## config.mk

```make
export PLATFORM = sky130hd
export DESIGN_NAME = qdec_counter
export DESIGN_NICKNAME = d
export VERILOG_FILES = /design/src/rtl/qdec_pkg.sv /design/src/rtl/qdec_filter.sv /design/src/rtl/qdec_counter.sv
export SDC_FILE = /design/constraint.sdc
export NUM_CORES = 1
export LEC_CHECK = 0
export CAP_MARGIN = 20
export CORE_MARGIN = 4
export CORE_UTILIZATION = 52
export CTS_BUF_LIST = sky130_fd_sc_hd__clkbuf_8
export DETAILED_ROUTE_END_ITERATION = 16
export HOLD_SLACK_MARGIN = 0.06
export MAX_ROUTING_LAYER = met4
export PLACE_DENSITY = 0.79
export SYNTH_ARGS = -nofsm -noshare
export SYNTH_HDL_FRONTEND = slang
export SYNTH_SLANG_ARGS = --single-unit
```

## constraint.sdc

```tcl
create_clock -name clk -period 3.09 [get_ports clk]
set_input_delay 0.927 -clock clk [delete_from_list [all_inputs] [get_ports clk]]
set_output_delay 0.927 -clock clk [all_outputs]
set_load 0.05 [all_outputs]
```

## src/rtl/qdec_pkg.sv

```systemverilog
// Shared encodings for the quadrature decoder: resolution modes, gray states, direction.
package qdec_pkg;

  localparam logic [1:0] MODE_X1 = 2'd0;
  localparam logic [1:0] MODE_X2 = 2'd1;
  localparam logic [1:0] MODE_X4 = 2'd2;

  // Gray states as {A,B}
  localparam logic [1:0] S00 = 2'b00;
  localparam logic [1:0] S10 = 2'b10;
  localparam logic [1:0] S11 = 2'b11;
  localparam logic [1:0] S01 = 2'b01;

  localparam logic DIR_FWD = 1'b1;
  localparam logic DIR_REV = 1'b0;

  function automatic logic is_fwd(input logic [1:0] prev, input logic [1:0] cur);
    return ((prev == S00) && (cur == S10)) || ((prev == S10) && (cur == S11)) ||
           ((prev == S11) && (cur == S01)) || ((prev == S01) && (cur == S00)) ?
           DIR_FWD : DIR_REV;
  endfunction

endpackage

```

## src/rtl/qdec_filter.sv

```systemverilog
// Pin synchroniser plus run-length glitch filter; level/valid lag the pin by SYNC_STAGES+FILTER_LEN edges.
// No backpressure: samples every cycle.
module qdec_filter #(
  parameter int SYNC_STAGES = 2,
  parameter int FILTER_LEN  = 3
) (
  input  logic clk,
  input  logic rst,
  input  logic pin,
  output logic level,
  output logic valid
);

  localparam int RW = $clog2(FILTER_LEN + 1);
  localparam logic [RW-1:0] RUN_MAX = RW'(FILTER_LEN);

  logic [SYNC_STAGES-1:0] sync_q;
  logic [SYNC_STAGES-1:0] real_q;
  logic                   cand;
  logic [RW-1:0]          run;
  logic [RW-1:0]          run_nxt;
  logic                   smp;
  logic                   smp_real;

  assign smp      = sync_q[SYNC_STAGES-1];
  // Reset contents of the synchroniser are not pin samples and must not be filtered
  assign smp_real = real_q[SYNC_STAGES-1];

  always_comb begin
    run_nxt = RW'(1);
    if (smp == cand) begin
      run_nxt = (run == RUN_MAX) ? run : run + RW'(1);
    end
  end

  always_ff @(posedge clk or posedge rst) begin
    if (rst) begin
      sync_q <= '0;
      real_q <= '0;
      cand   <= 1'b0;
      run    <= '0;
      level  <= 1'b0;
      valid  <= 1'b0;
    end else begin
      sync_q <= {sync_q[SYNC_STAGES-2:0], pin};
      real_q <= {real_q[SYNC_STAGES-2:0], 1'b1};
      if (smp_real) begin
        cand <= smp;
        run  <= run_nxt;
        if (run_nxt == RUN_MAX) begin
          level <= smp;
          valid <= 1'b1;
        end
      end
    end
  end

endmodule

```

## src/rtl/qdec_counter.sv

```systemverilog
// Quadrature decoder with bounded up/down counter; pin change reaches data after SYNC_STAGES+FILTER_LEN+1 edges.
// No backpressure; optional index input/pulse when INDEX_EN is defined.
module qdec_counter #(
  parameter int WIDTH       = 14,
  parameter int MAX_COUNT   = 9999,
  parameter int STEP        = 1,
  parameter int SYNC_STAGES = 2,
  parameter int FILTER_LEN  = 3
) (
  input  logic             clk,
  input  logic             rst,
  input  logic             ina,
  input  logic             inb,
  input  logic [1:0]       mode,
  input  logic             wrap_en,
  input  logic             clr,
  input  logic             load,
  input  logic [WIDTH-1:0] load_val,
  output logic [WIDTH-1:0] data,
  output logic             dir,
  output logic             step,
  output logic             ovf,
  output logic             unf,
  output logic             err
`ifdef INDEX_EN
  ,
  input  logic             inz,
  output logic             idx
`endif
);

  import qdec_pkg::*;

  localparam logic [WIDTH:0]   MAX_W  = (WIDTH+1)'(MAX_COUNT);
  localparam logic [WIDTH:0]   STEP_W = (WIDTH+1)'(STEP);
  localparam logic [WIDTH:0]   ONE_W  = (WIDTH+1)'(1);
  localparam logic [WIDTH-1:0] MAX_N  = WIDTH'(MAX_COUNT);

  logic a_lvl, a_vld, b_lvl, b_vld;

  qdec_filter #(.SYNC_STAGES(SYNC_STAGES), .FILTER_LEN(FILTER_LEN)) u_filt_a (
    .clk(clk), .rst(rst), .pin(ina), .level(a_lvl), .valid(a_vld)
  );

  qdec_filter #(.SYNC_STAGES(SYNC_STAGES), .FILTER_LEN(FILTER_LEN)) u_filt_b (
    .clk(clk), .rst(rst), .pin(inb), .level(b_lvl), .valid(b_vld)
  );

  logic       init;
  logic [1:0] prev_ab;
  logic [1:0] cur_ab;
  logic       both_chg;
  logic       legal;
  logic       fwd;
  logic       cnt_ev;
  logic       z_rise;

  assign cur_ab = {a_lvl, b_lvl};

  always_comb begin
    both_chg = init && (cur_ab[1] != prev_ab[1]) && (cur_ab[0] != prev_ab[0]);
    legal    = init && (cur_ab != prev_ab) && !both_chg;
    fwd      = is_fwd(prev_ab, cur_ab);
    case (mode)
      MODE_X1: cnt_ev = legal && !prev_ab[0] && cur_ab[0];
      MODE_X2: cnt_ev = legal && (prev_ab[0] != cur_ab[0]);
      default: cnt_ev = legal;
    endcase
  end

  // All bound arithmetic at WIDTH+1 bits so MAX_COUNT+STEP cannot overflow
  logic [WIDTH:0]   cnt_w;
  logic [WIDTH:0]   inc_sum;
  logic [WIDTH:0]   inc_wrap;
  logic [WIDTH:0]   dec_sub;
  logic [WIDTH:0]   dec_wrap;
  logic [WIDTH-1:0] load_cl;

  assign cnt_w    = {1'b0, data};
  assign inc_sum  = cnt_w + STEP_W;
  assign inc_wrap = inc_sum - (MAX_W + ONE_W);
  assign dec_sub  = cnt_w - STEP_W;
  assign dec_wrap = cnt_w + MAX_W + ONE_W - STEP_W;
  assign load_cl  = ({1'b0, load_val} > MAX_W) ? MAX_N : load_val;

`ifdef INDEX_EN
  logic z_lvl, z_vld, z_prev;

  qdec_filter #(.SYNC_STAGES(SYNC_STAGES), .FILTER_LEN(FILTER_LEN)) u_filt_z (
    .clk(clk), .rst(rst), .pin(inz), .level(z_lvl), .valid(z_vld)
  );

  assign z_rise = z_vld && z_lvl && !z_prev;

  always_ff @(posedge clk or posedge rst) begin
    if (rst) begin
      z_prev <= 1'b0;
      idx    <= 1'b0;
    end else begin
      z_prev <= z_lvl;
      idx    <= z_rise;
    end
  end
`else
  assign z_rise = 1'b0;
`endif

  always_ff @(posedge clk or posedge rst) begin
    if (rst) begin
      init    <= 1'b0;
      prev_ab <= S00;
      data    <= '0;
      dir     <= 1'b0;
      step    <= 1'b0;
      ovf     <= 1'b0;
      unf     <= 1'b0;
      err     <= 1'b0;
    end else begin
      step <= 1'b0;
      ovf  <= 1'b0;
      unf  <= 1'b0;
      err  <= both_chg;
      // First valid sample only seeds the state, so pins high at power-up never count
      if (!init) begin
        if (a_vld && b_vld) begin
          init    <= 1'b1;
          prev_ab <= cur_ab;
        end
      end else begin
        prev_ab <= cur_ab;
      end

      if (clr) begin
        data <= '0;
      end else if (z_rise) begin
        data <= '0;
      end else if (load) begin
        data <= load_cl;
      end else if (cnt_ev) begin
        step <= 1'b1;
        dir  <= fwd;
        if (fwd) begin
          if (inc_sum <= MAX_W) begin
            data <= WIDTH'(inc_sum);
          end else begin
            ovf  <= 1'b1;
            data <= wrap_en ? WIDTH'(inc_wrap) : MAX_N;
          end
        end else begin
          if (cnt_w >= STEP_W) begin
            data <= WIDTH'(dec_sub);
          end else begin
            unf  <= 1'b1;
            data <= wrap_en ? WIDTH'(dec_wrap) : '0;
          end
        end
      end
    end
  end

endmodule

```

# Yosys cells after proc, flatten, opt, wreduce, memory -nomap -nowiden

Cells that the tools add are included.

Logic and storage cells: 107
Output and inout port bits: 19
Register bits after elaboration: 40

Order comparisons: 3
Add/subtract/negate cells: 8
Bitwise gates (word level): 2
Reduce and logical (&&, ||, !) cells: 25
Eq/ne operators: 17
Muxes and demuxes: 32

Operator list:

| kind                                                               | number |
|---|---|
| two-way mux 14 bit                                                 | 9 |
| subtractor 14 x 1 -> 14 bit, second input constant                 | 2 |
| == test 2 bit, second input constant                               | 8 |
| two-way mux 1 bit                                                  | 16 |
| adder 14 x 1 -> 15 bit, second input constant                      | 1 |
| <= comparator 15 x 14 -> 1 bit, second input constant              | 1 |
| adder 14 x 1 -> 14 bit, second input constant                      | 1 |
| adder 14 bit, second input constant                                | 1 |
| greater-or-equal comparator 14 x 1 -> 1 bit, second input constant | 1 |
| greater-than comparator 14 bit, second input constant              | 1 |
| subtractor 14 bit, second input constant                           | 1 |
| logical AND 1 bit                                                  | 12 |
| two-way mux 2 bit                                                  | 6 |
| == test 2 x 1 -> 1 bit, second input constant                      | 3 |
| zero test 2 bit                                                    | 3 |
| adder 2 x 1 -> 2 bit, second input constant                        | 2 |
| AND reduction 2 bit                                                | 2 |
| logical OR 1 bit                                                   | 3 |
| inequality test 1 bit                                              | 3 |
| AND reduction 3 bit                                                | 1 |
| nonzero test 3 bit                                                 | 1 |
| == test 1 bit                                                      | 2 |
| zero test 1 bit                                                    | 2 |
| inequality test 2 bit                                              | 1 |
| 3 further kinds                                                    | 4 |

# Logic depth before layout (Yosys ltp)

Gate-level depths: netlist of run 1.

Word-level depth: 11
Gate-level depth with buffers: 13

# By module

A second synthesis of run 1 with hierarchy kept.

Cell total of the unflattened synthesis: 375
Area total of the unflattened synthesis: 3088.0 µm²

By module, submodules not included:

| module                  | cells each | instances | area an instance (µm²) | seq. area each (µm²) |
|---|---|---|---|---|
| qdec_counter            | 327        | 1         | 2418.6                 | 550.5 |
| qdec_filter at u_filt_b | 24         | 1         | 335.3                  | 225.2 |
| qdec_filter at u_filt_a | 24         | 1         | 334.1                  | 225.2 |

# Worst setup path before layout of run 1

No wires, ideal clock.

Path type: register -> register
From: reg data[1]
To: reg data[2]
Path buffers: 1
Slack: -0.250 ns
Cell stages (with the launch flop): 14
Data required time: 2.964 ns
Arrival: 3.214 ns
Period minus slack after synthesis: 3.340 ns
Cells stage by stage: dfrtp_1 ha_1 and2_1 buf_2 nand2_1 xor2_1 ha_1 inv_1 a211o_1 a211oi_2 a32oi_1 a21oi_1 o211ai_1 a221o_1

Word-level cells in the longest chain between the ends: 9
Elaborated cells on any way between the ends: 16
Those cells by class: add/sub: 6; order compare: 2; mux: 8

RTL lines:

| item                        | RTL line            | text |
|---|---|---|
| from (decl)                 | qdec_counter.sv:19  | `output logic [WIDTH-1:0] data,` |
| from (signal assigned)      | qdec_counter.sv:138 | `data <= load_cl;` |
| from (signal assigned)      | qdec_counter.sv:144 | `data <= WIDTH'(inc_sum);` |
| from (signal assigned)      | qdec_counter.sv:147 | `data <= wrap_en ? WIDTH'(inc_wrap) : MAX_N;` |
| adder 14 bit                | qdec_counter.sv:83  | `assign dec_wrap = cnt_w + MAX_W + ONE_W - STEP_W;` |
| adder 14 x 1 -> 14 bit      | qdec_counter.sv:83  |  |
| subtractor 14 x 1 -> 14 bit | qdec_counter.sv:83  |  |
| two-way mux 14 bit          | qdec_counter.sv:154 | `data <= wrap_en ? WIDTH'(dec_wrap) : '0;` |
| two-way mux 14 bit          | qdec_counter.sv:150 | `if (cnt_w >= STEP_W) begin` |
| two-way mux 14 bit (*)      | qdec_counter.sv:142 | `if (fwd) begin` |
| two-way mux 14 bit (*)      | qdec_counter.sv:139 | `end else if (cnt_ev) begin` |
| two-way mux 14 bit (*)      | qdec_counter.sv:137 | `end else if (load) begin` |
| two-way mux 14 bit (*)      | qdec_counter.sv:133 | `if (clr) begin` |

Mark *: on every way between the ends. The rest lies on a longest branch, timed or not. The select of a mux whose other input is x is not followed.
A chain may end at the register's enable or synchronous reset.

# Final worst setup path of run 1

From: reg data[1]
To: reg data[11]

Same word-level chain as after synthesis.

==> results.sh, run 1 <==
export IMPL_port_buffers=41
export IMPL_final_cell_mix="buf_4, clkdlybuf4s50_1, nand2_1"
export IMPL_drcViolationCount=0
export IMPL_cts_sinks=38
export IMPL_fin_ws_ns=0.0817
export IMPL_post_place_ws_ns=-0.216
export IMPL_fin_crit_sh=0.974
export IMPL_syn_inst=389
export IMPL_drtIter0Drc=392
export IMPL_leakage_nw=1.67
export IMPL_critPathSlowestCell="dfrtp_2"
export IMPL_area_delta_synth_final_pct=29.2
export IMPL_initial_utilization=0.538
export IMPL_gr_max_usage_layer="met2"
export IMPL_dr_pass1_iters=6
export IMPL_grtUsageMet3=0.0456
export IMPL_stdcell_area_um2=4120
export IMPL_path_cells="ha_4, and2_1, nand2_1, xor2_2, ha_2, inv_1, a211o_1, a211oi_4, a32o_2, nor4b_1, o31ai_1, buf_4, a31oi_1"
export IMPL_grtUsageMet1=0.355
export IMPL_r2r_start="data[1]"
export IMPL_syn_avg_cell_area_um2=8.20
export IMPL_drive_gt1_frac=0.188
export IMPL_cts_root_buf="clkbuf_8"
export IMPL_synth_edf_count=0
export IMPL_insertion_delay_ns=0.30
export IMPL_startpoint="data[1]"
export IMPL_grt_util_met2=0.467
export IMPL_viasPerCell=6.56
export IMPL_worst_ep_required_time_ns=3.26
export IMPL_worst_pin_slew_ns=0.612
export IMPL_antenna_found_initial=0
export IMPL_clock_fmax_mhz=332
export IMPL_gp_congestion=0.984
export IMPL_final_common_cell="buf_4"
export IMPL_nNetsFinal=485
export IMPL_numCtsBuffers=5
export IMPL_yosys_area_share_simple=0.240
export IMPL_grt_util_all_layers=0.288
export IMPL_dieWidth_um=86.3
export IMPL_place_area_um2=3940
export IMPL_yosys_register_bits=38
export IMPL_clk_pin_slew_worst_paths_ns=0.08
export IMPL_min_path_type="reg2reg"
export IMPL_die_h_um=86.3
export IMPL_setup_viol=0
export IMPL_std_cell_rows=28
export IMPL_critPathKind="reg2reg"
export IMPL_vdd_ir_drop_worst_uv=443
export IMPL_synth_cell_area_um2=3190
export IMPL_critPathMaxStageDelay_ns=0.47
export IMPL_ant_nets=0
export IMPL_synth_xor_area_frac=0.0659
export IMPL_skew_ns=0.00802
export IMPL_cts_tree="done"
export IMPL_ys_seq_area_frac=0.298
export IMPL_cp_arrival_ns=3.17
export IMPL_async_flop_share=1.00
export IMPL_grt_pass1_wl_um=16300
export IMPL_routed_wl_um=10300
export IMPL_synthAdderAreaFrac=0.0196
export IMPL_total_power_mw=3.06
export IMPL_hold_violations=0
export IMPL_synth_top_area_frac=0.298
export IMPL_synth_flop_cell="dfrtp_1"
export IMPL_drv_cap=0
export IMPL_min_period_ns=3.01
export IMPL_num_vias=3497
export IMPL_slew_violations=0
export IMPL_p_per_area_nw_per_um2=744
export IMPL_synth_top_family_by_area="compound AO/OA/AOI/OAI gates"
export IMPL_avgRoutedWirePerCell_um=19.4
export IMPL_synth_top_cell_by_area="dfrtp_1"
export IMPL_worst_path_buf_inv=2
export IMPL_cp_top_family="compound AO/OA/AOI/OAI gates"
export IMPL_yosysWarningCount=0
export IMPL_holdPathStages=0
export IMPL_synthMuxAreaShare=0.0275
export IMPL_hold_start="u_filt_b.real_q[0]"
export IMPL_htreeDepth=2
export IMPL_synth_compound_area_frac=0.285
export IMPL_gr_total_overflow=0
export IMPL_slew_headroom=0.589
export IMPL_dieArea_um2=7450
export IMPL_synth_distinct_cells=71
export IMPL_grt_pass1_vias=3390
export IMPL_critical_path_max_fanout=5
export IMPL_start_kind="flip-flop"
export IMPL_r2r_cells=13
export IMPL_grt_max_degree=39
export IMPL_synth_area_top_cells="dfrtp_1, nand2_1, o21ai_0"
export IMPL_outcome="complete, no violations"
export IMPL_hold_buffers=0
export IMPL_cts_max_path_buffers=2
export IMPL_worstSetupEndpointType="flip-flop"
export IMPL_worstSetupPathDepth=13
export IMPL_ios=42
export IMPL_hpwl_um=7720
export IMPL_core_area_um2=5920
export IMPL_synth_nets=417
export IMPL_diodes=0
==> cells in the mapped netlist, types with 4 or more instances <==
master / instances
dfrtp_1: 38
nand2_1: 35
nor2_1: 30
o21ai_0: 26
a21oi_1: 19
inv_1: 16
clkbuf_1: 14
xor2_1: 13
nand3_1: 12
nand4_1: 11
nor3_1: 11
xnor2_1: 11
a211o_1: 8
and3_1: 8
buf_2: 8
a31oi_1: 7
o211ai_1: 7
a211oi_1: 6
and2_1: 5
ha_1: 5
nand2b_1: 4
nor4_1: 4
o22ai_1: 4
o31ai_1: 4
==> per-stage QoR <==
step                      TNS (ns)  cells   util  hold slack [ns]
after floorplan                  0    389      -            0.331
after global placement      -0.271    523  0.665            0.336
after global routing       -0.0384    533  0.696            0.364
after CTS                        0    531  0.689            0.354
after detailed placement     -1.24    523  0.665            0.338
final                            0    533  0.696            0.345
==> power breakdown <==
part	switching [mW]	internal [mW]	total, mW
sequential	0.148	0.591	0.739
clock	0.184	0.344	0.528
combinational	1.07	0.724	1.80
==> final cells by class <==
type,instances,area [um^2]
multi-input combinational,307,2100
fill,499,1800
sequential,38,956
timing repair buffer,88,763
tap,75,93.8
clock buffer,6,82.6
inverter,17,63.8
clock inverter,2,60.1
==> cells by family (layout without fill, tap and decap cells) <==
| family | after synthesis | after routing |
|---|---|---|
| other cells | 1 | 1 |
| flops | 38 | 38 |
| mux | 7 | 7 |
| fa+ha+maj | 5 | 5 |
| simple gates | 143 | 143 |
| xor+xnor | 24 | 24 |
| buf+inv | 44 | 113 |
| compound gates | 127 | 127 |
==> layer usage <==
metal | vias to the layer above | part of all wire
met1 | 1635 | 0.39
li1 | 1587 | -
met3 | 43 | 0.095
met5 | - | 0
met2 | 232 | 0.48
met4 | 0 | 0.037
==> sequential cells by signal (all words and copies together), names as in the netlist, 2 cells and up <==
name / cells
data: 14
u_filt_b.sync_q: 2
u_filt_a.run: 2
prev_ab: 2
u_filt_a.sync_q: 2
u_filt_b.run: 2
==> path summary, 6_finish.rpt <==
path                                      end  slack, ns
max                                  data[11]       0.08
min                        u_filt_a.real_q[1]       0.34
max reg2reg                          data[11]       0.08
min reg2reg                u_filt_a.real_q[1]       0.34
max in group asynchronous             data[1]       1.67
min in group asynchronous      u_filt_a.level       1.05
==> repair_timing <==
item,CTS,global route
setup buffers,0,2
hold endpoints to repair,0,0
gates resized for setup,0,5
endpoints found under the setup margin,0,11
Power figures use the tool's default switching activity.
==> run 2, diff against run 1 <==
--- a/config.mk
+++ b/config.mk
@@ -5,7 +5,6 @@
 export SDC_FILE = /design/constraint.sdc
 export NUM_CORES = 1
 export LEC_CHECK = 0
-export CAP_MARGIN = 20
 export CORE_MARGIN = 4
 export CORE_UTILIZATION = 52
 export CTS_BUF_LIST = sky130_fd_sc_hd__clkbuf_8
@@ -13,6 +12,7 @@
 export HOLD_SLACK_MARGIN = 0.06
 export MAX_ROUTING_LAYER = met4
 export PLACE_DENSITY = 0.79
+export SLEW_MARGIN = 20
 export SYNTH_ARGS = -nofsm -noshare
 export SYNTH_HDL_FRONTEND = slang
 export SYNTH_SLANG_ARGS = --single-unit
==> results of run 2 <==
The final DEF is identical to that of run 1; final timing and power are the same.
==> run 3, diff against run 2 <==
--- a/config.mk
+++ b/config.mk
@@ -6,12 +6,12 @@
 export NUM_CORES = 1
 export LEC_CHECK = 0
 export CORE_MARGIN = 4
-export CORE_UTILIZATION = 52
+export CORE_UTILIZATION = 62
 export CTS_BUF_LIST = sky130_fd_sc_hd__clkbuf_8
 export DETAILED_ROUTE_END_ITERATION = 16
 export HOLD_SLACK_MARGIN = 0.06
 export MAX_ROUTING_LAYER = met4
-export PLACE_DENSITY = 0.79
+export PLACE_DENSITY = 0.88
 export SLEW_MARGIN = 20
 export SYNTH_ARGS = -nofsm -noshare
 export SYNTH_HDL_FRONTEND = slang
==> constraint.sdc (replaced) <==
create_clock -name clk -period 3.6 [get_ports clk]
set_input_delay 1.08 -clock clk [delete_from_list [all_inputs] [get_ports clk]]
set_output_delay 1.08 -clock clk [all_outputs]
set_load 0.05 [all_outputs]
==> run 3 against run 2 <==
  * Clock-buffer cell count shrank 1
  * Clock skew shrank 0.0051 ns
  * Total power shrank 19%
  * Highest routed layer unchanged
  * Sequential share of layout area grew 1.4 points
  * Flip-flop and latch count is the same
==> results.sh, run 3 (same netlist as run 1, synthesis figures left out) <==
export IMPL_outcome="complete, no violations"
export IMPL_die_h_um=79.7
export IMPL_cts_sinks=38
export IMPL_core_area_um2=4850
export IMPL_ios=42
export IMPL_drv_cap=0
export IMPL_insertion_delay_ns=0.30
export IMPL_avgRoutedWirePerCell_um=20.2
export IMPL_critPathSlowestCell="a311oi_1"
export IMPL_critical_path_max_fanout=9
export IMPL_drtIter0Drc=413
export IMPL_p_per_area_nw_per_um2=640
export IMPL_initial_utilization=0.658
export IMPL_worst_ep_required_time_ns=3.76
export IMPL_dieWidth_um=79.7
export IMPL_cts_resized=0
export IMPL_min_period_ns=3.24
export IMPL_final_cell_mix="clkdlybuf4s50_1, dfrtp_1, nand2_1"
export IMPL_setup_viol=0
export IMPL_worst_pin_slew_ns=0.879
export IMPL_gr_total_overflow=0
export IMPL_start_kind="flip-flop"
export IMPL_cts_root_buf="clkbuf_8"
export IMPL_port_buffers=41
export IMPL_critPathKind="reg2reg"
export IMPL_slew_violations=0
export IMPL_vdd_ir_drop_worst_uv=423
export IMPL_stdcell_count=502
export IMPL_ant_nets=0
export IMPL_grt_util_all_layers=0.348
export IMPL_cts_max_path_buffers=2
export IMPL_grt_max_degree=39
export IMPL_path_cells="ha_1, and2_1, nand2_1, xor2_1, ha_1, inv_1, a211o_1, a211oi_2, a32o_2, o31ai_4, a311oi_1, o31ai_1"
export IMPL_slew_headroom=0.414
export IMPL_gp_congestion=0.967
export IMPL_min_path_type="reg2reg"
export IMPL_fin_crit_sh=0.900
export IMPL_post_cts_buffers=0
export IMPL_multi_input_comb_area_um2=2040
export IMPL_viasPerCell=6.95
export IMPL_setup_tns_ns=0
export IMPL_drcViolationCount=0
export IMPL_diodes=0
export IMPL_skew_ns=0.00290
export IMPL_htreeDepth=2
export IMPL_critPathMaxStageDelay_ns=0.43
export IMPL_clock_fmax_mhz=309
export IMPL_routed_wl_um=10100
export IMPL_rsz0062_at_grt="false"
export IMPL_dr_pass1_iters=6
export IMPL_area_delta_synth_final_pct=21.3
export IMPL_dieArea_um2=6350
export IMPL_largest_register="data"
export IMPL_cts_tree="done"
export IMPL_final_common_cell="clkdlybuf4s50_1"
export IMPL_antenna_found_initial=0
export IMPL_hpwl_um=7440
export IMPL_nNetsFinal=462
export IMPL_hold_violations=0
export IMPL_numCtsBuffers=5
export IMPL_cp_arrival_ns=3.40
export IMPL_grt_pass1_wl_um=16700
export IMPL_clk_pin_slew_worst_paths_ns=0.08
export IMPL_worstSetupEndpointType="flip-flop"
export IMPL_final_seq_area_um2=951
export IMPL_place_inst=494
export IMPL_leakage_nw=1.55
export IMPL_hold_buffers=0
export IMPL_worst_path_most_repeated_cell="ha_1"
export IMPL_drive_gt1_frac=0.117
export IMPL_std_cell_rows=25
export IMPL_fillers=336
export IMPL_num_vias=3488
export IMPL_grt_pass1_vias=3367
export IMPL_largest_register_ffs=14
==> run 3: cell count changes in the layout (fill, tap and decap cells not counted), moves of 2 or more <==
cell     previous run  this run
buf_4              47        24
dfrtp_1            34        38
dfrtp_2             4         0
ha_1                3         5
==> run 3: metal layers <==
| metal | share of wire | GRT usage |
|---|---|---|
| met1 | 0.39 | 0.453 |
| met2 | 0.46 | 0.533 |
| met3 | 0.11 | 0.0666 |
| met4 | 0.038 | 0.143 |
| met5 | 0 | - |
==> run 3: final cells by class <==
| cell class | count | share of cell area |
|---|---|---|
| inverters | 17 | 0.0165 |
| flip-flops and latches | 38 | 0.246 |
| clock buffers | 5 | 0.0178 |
| clock inverters | 3 | 0.0178 |
| well taps | 67 | 0.0217 |
| repair buffers | 65 | 0.153 |
| multi-input cells | 307 | 0.528 |
==> run 3: worst paths after layout <==
path                               startpoint                  to  slack, ns  depth (start not counted)
hold / removal             u_filt_b.sync_q[0]  u_filt_b.sync_q[1]       0.36                          0
setup reg to reg                      data[0]             data[7]       0.36                         12
min in group asynchronous                 rst             data[9]       1.19                          3
hold reg to reg            u_filt_b.sync_q[0]  u_filt_b.sync_q[1]       0.36                          0
setup / recovery                      data[0]             data[7]       0.36                         12
max in group asynchronous                 rst             data[7]       2.06                          3
==> run 3: metrics by stage <==
step                setup WS, ns  hold WS (ns)  instance area (um^2)  power [mW]  utilization
floorplan                  0.260         0.331                  3190        1.57            -
global placement           0.289         0.332                  3730        1.97        0.769
detailed placement         0.177         0.347                  3730        1.99        0.769
CTS                        0.394         0.366                  3870        2.44        0.797
global route               0.227         0.369                  3870        2.61        0.797
finish                     0.359         0.362                  3870        2.48        0.797
==> run 3: critical path: cells and delay by family (launching register included) <==
family | cells | cell delay, ns
adder cells (fa/ha/maj) | 2 | 0.53
buffers and inverters | 1 | 0.05
XOR/XNOR | 1 | 0.37
AND/OR/NAND/NOR | 2 | 0.26
flip-flops | 1 | 0.39
AO/OA/AOI/OAI | 6 | 1.50
==> run 3: report_power, final <==
| part | leakage, nW | internal (mW) | switching, mW | total (mW) |
|---|---|---|---|---|
| Combinational | 1.03 | 0.522 | 0.855 | 1.38 |
| Sequential | 0.455 | 0.503 | 0.151 | 0.654 |
| Clock | 0.0683 | 0.278 | 0.167 | 0.444 |
| Total | 1.55 | 1.30 | 1.17 | 2.48 |
==> patch, RTL diff (flow settings as in run 2) <==
Register the output `data` once more, with the module's reset; this adds one clock of latency there. The other outputs are not delayed to match.
--- a/src/rtl/qdec_counter.sv
+++ b/src/rtl/qdec_counter.sv
@@ -35,6 +35,8 @@
   localparam logic [WIDTH:0]   STEP_W = (WIDTH+1)'(STEP);
   localparam logic [WIDTH:0]   ONE_W  = (WIDTH+1)'(1);
   localparam logic [WIDTH-1:0] MAX_N  = WIDTH'(MAX_COUNT);
+
+  logic [WIDTH-1:0] data_s0;
 
   logic a_lvl, a_vld, b_lvl, b_vld;
 
@@ -76,7 +78,7 @@
   logic [WIDTH:0]   dec_wrap;
   logic [WIDTH-1:0] load_cl;
 
-  assign cnt_w    = {1'b0, data};
+  assign cnt_w    = {1'b0, data_s0};
   assign inc_sum  = cnt_w + STEP_W;
   assign inc_wrap = inc_sum - (MAX_W + ONE_W);
   assign dec_sub  = cnt_w - STEP_W;
@@ -109,7 +111,7 @@
     if (rst) begin
       init    <= 1'b0;
       prev_ab <= S00;
-      data    <= '0;
+      data_s0 <= '0;
       dir     <= 1'b0;
       step    <= 1'b0;
       ovf     <= 1'b0;
@@ -131,32 +133,40 @@
       end
 
       if (clr) begin
-        data <= '0;
+        data_s0 <= '0;
       end else if (z_rise) begin
-        data <= '0;
+        data_s0 <= '0;
       end else if (load) begin
-        data <= load_cl;
+        data_s0 <= load_cl;
       end else if (cnt_ev) begin
         step <= 1'b1;
         dir  <= fwd;
         if (fwd) begin
           if (inc_sum <= MAX_W) begin
-            data <= WIDTH'(inc_sum);
+            data_s0 <= WIDTH'(inc_sum);
           end else begin
             ovf  <= 1'b1;
-            data <= wrap_en ? WIDTH'(inc_wrap) : MAX_N;
+            data_s0 <= wrap_en ? WIDTH'(inc_wrap) : MAX_N;
           end
         end else begin
           if (cnt_w >= STEP_W) begin
-            data <= WIDTH'(dec_sub);
+            data_s0 <= WIDTH'(dec_sub);
           end else begin
             unf  <= 1'b1;
-            data <= wrap_en ? WIDTH'(dec_wrap) : '0;
+            data_s0 <= wrap_en ? WIDTH'(dec_wrap) : '0;
           end
         end
       end
     end
   end
 
+  always_ff @(posedge clk or posedge rst) begin
+    if (rst) begin
+      data <= '0;
+    end else begin
+      data <= data_s0;
+    end
+  end
+
 endmodule
 
Behaviour: not the same (a bounded check fails within 4 cycles, from zero or initial values and one cycle with rst high).
==> patch against run 2 <==
- clock skew rose by 6.5 ps
- wire length fell by 6.1%
- critical path depth did not move
- worst setup slack improved by 95 ps
- largest power group unchanged
- sequential cell count rose by 14
- total power fell by 4.3%
- area after synthesis rose by 6.4%
- clock power fell by 19%
- first-iteration DRC count fell by 6.9%
- non-clock buffer count fell by 12
- die area rose by 5.8%
- critical path type unchanged
- cell area rose by 0.82%
==> patch: results (changes against run 2) <==
Drt first pass iters - 5 (-1)
CTS HTree Levels - 2 (unchanged)
Most common cell in the netlist - dfrtp_1
Worst hold path class - reg -> reg
Gpl congestion - 1.024 (+4.1%)
Initial antenna violation count - 0 (unchanged)
Clock net power - 0.000427 W (-19%)
# diodes - 0 (unchanged)
NetSw - 0.001363 W (-3.0%)
VDD IR max - 0.0004778 V (+8.0%)
Largest regs - data (14), data_s0 (14)
Outcome - finished clean
CP arrival - 3130 ps (-40 ps)
Largest net degree at the start of global routing - 53 (+36%)
Comb pwr - 0.00156 W (-13%)
Multiplexer area fraction after synthesis - 2.544% (-0.20 points)
Synth Area in Compound Gates - 22.71% (-5.8 points)
Clock Tree Buf Depth - 2 (unchanged)
Skew final - 14.51 ps (+6.489 ps)
Final WL - 9.710 mm (-6.1%)
Cell at the slowest stage of the critical path - dfrtp_1
Seq/Total Area, Yosys - 38.35% (+8.5 points)
Vias in the first global route - 3052 (-10%)
Asr flop ratio synth - 100.0% (unchanged)
CP delay by family, top - simple AND/OR/NAND/NOR gates
Ys Warns - 0 (unchanged)
Synth cell count leaders - 52 x dfrtp_1, 39 x nand2_1, 39 x nor2_1, 30 x o21ai_0
Critical-path maximum fanout - 5 (unchanged)
Root Buffer - clkbuf_8
Leak - 1.705 nW (+1.9%)
Ratio of cells with drive above 1 in the final layout - 13.07% (-5.7 points)
Total Routing Usage GR - 26.60% (-2.2 points)
Clock-pin transition on the worst setup and hold timing paths - 110 ps (+30 ps)
Iter 0 DRT Violations - 365 (-6.9%)
Input/output buffers - 41 (unchanged)
Relative slew margins - 55.46% (-3.5 points)
DP Worst Slack - -131.9 ps (+84.59 ps)
CP peak stage delay - 420 ps (-50 ps)
First-pass GRT wire length - 15.61 mm (-4.4%)
Final-stage net count - 486 (+0.21%)
DPL Wire Length - 7.194 mm (-6.8%)
Syn Nets - 429 (+2.9%)
FILL cells - 535 (+7.2%)
Via-to-Cell Ratio - 6.360 (-3.1%)
CTS buffer count - 5 (unchanged)
Later-pin clock latency in the skew report - 320 ps (+20 ps)
Xor/xnor cell area share of the yosys netlist - 5.678% (-0.91 points)
Post-synthesis adder-cell area fraction - 1.844% (-0.12 points)
Synth top area cells - dfrtp_1 38%, o21ai_0 4.4%, nand2_1 4.3%, nor2_1 4.3%, xor2_1 3.6%
Cell variety after synth - 62 (-13%)
==> patch: cell types whose count changed after synthesis, sizes merged, moves of 4 or more <==
| cell | delta |
|---|---|
| dfrtp | +14 |
| nand3 | +9 |
| nand4 | -9 |
| nor2 | +9 |
| nor3 | +7 |
| a211o | -6 |
| mux2i | +4 |
| nand2 | +4 |
==> patch: area by class of cell <==
type	instances	area (um2)	share of cell area, %
clock inverters	3	27.53	0.6627
repair buffers	76	673.1	16.20
inverters	15	56.30	1.355
flip-flops and latches	52	1301	31.33
multi-input cells	308	1931	46.48
clock buffers	5	68.82	1.657
well taps	77	96.34	2.319
==> patch: cell families after synthesis <==
family | count (synthesis)
flip-flops | 52
AND/OR/NAND/NOR | 159
XOR/XNOR | 22
multiplexers | 8
AO/OA/AOI/OAI | 113
buffers and inverters | 41
other | 1
adder cells (fa/ha/maj) | 5
==> patch: path summary, 6_finish.rpt <==
kind / startpoint / endpoint / slack (ps) / depth (start not counted)
setup / recovery: data_s0[0]$_DFFE_PP0P_ / data_s0[13]$_DFFE_PP0P_ / 180 / 13
hold / removal: u_filt_b.real_q[0]$_DFF_PP0_ / u_filt_a.real_q[1]$_DFF_PP0_ / 350 / 0
max in group asynchronous: rst / data[10]$_DFF_PP0_ / 1540 / 3
setup reg to reg: data_s0[0]$_DFFE_PP0P_ / data_s0[13]$_DFFE_PP0P_ / 180 / 13
min in group asynchronous: rst / data_s0[4]$_DFFE_PP0P_ / 1090 / 3
hold reg to reg: u_filt_b.real_q[0]$_DFF_PP0_ / u_filt_a.real_q[1]$_DFF_PP0_ / 350 / 0
==> patch: per-stage QoR <==
step	util, %	total power (W)	std cells	area [um2]	TNS [ps]
after floorplan	-	0.001964	401	3393	0
final	65.42	0.002932	536	4154	0
after global routing	65.42	0.003107	536	4154	0
after detailed placement	63.53	0.002466	527	4034	-392.9
after global placement	63.53	0.002456	527	4034	-649.0
after CTS	65.04	0.002891	535	4130	0
==> patch: per-layer routing <==
| metal | vias to the layer above | global-route usage [%] | routed length [um] |
|---|---|---|---|
| li1 | 1568 | - | - |
| met4 | 0 | 10.85 | 311 |
| met2 | 198 | 39.00 | 4277 |
| met3 | 27 | 4.283 | 976 |
| met1 | 1616 | 36.48 | 4145 |
| met5 | - | - | 0 |
==> patch: worst reg2reg max path: stages (launching register included) <==
cell       delay, ps
dfrtp_1          420
ha_1             200
nand3_2          130
xnor2_2          230
ha_2             270
nand2_1           70
nor4_1           230
nor3_2            90
and4b_1          330
a211oi_4         100
buf_4            170
a211oi_1         220
nor3_1            80
a2111oi_2        270
==> patch: what timing repair did <==
item	CTS	global route
gates resized for setup	0	3
buffers inserted	0	1
setup endpoints to repair	0	12
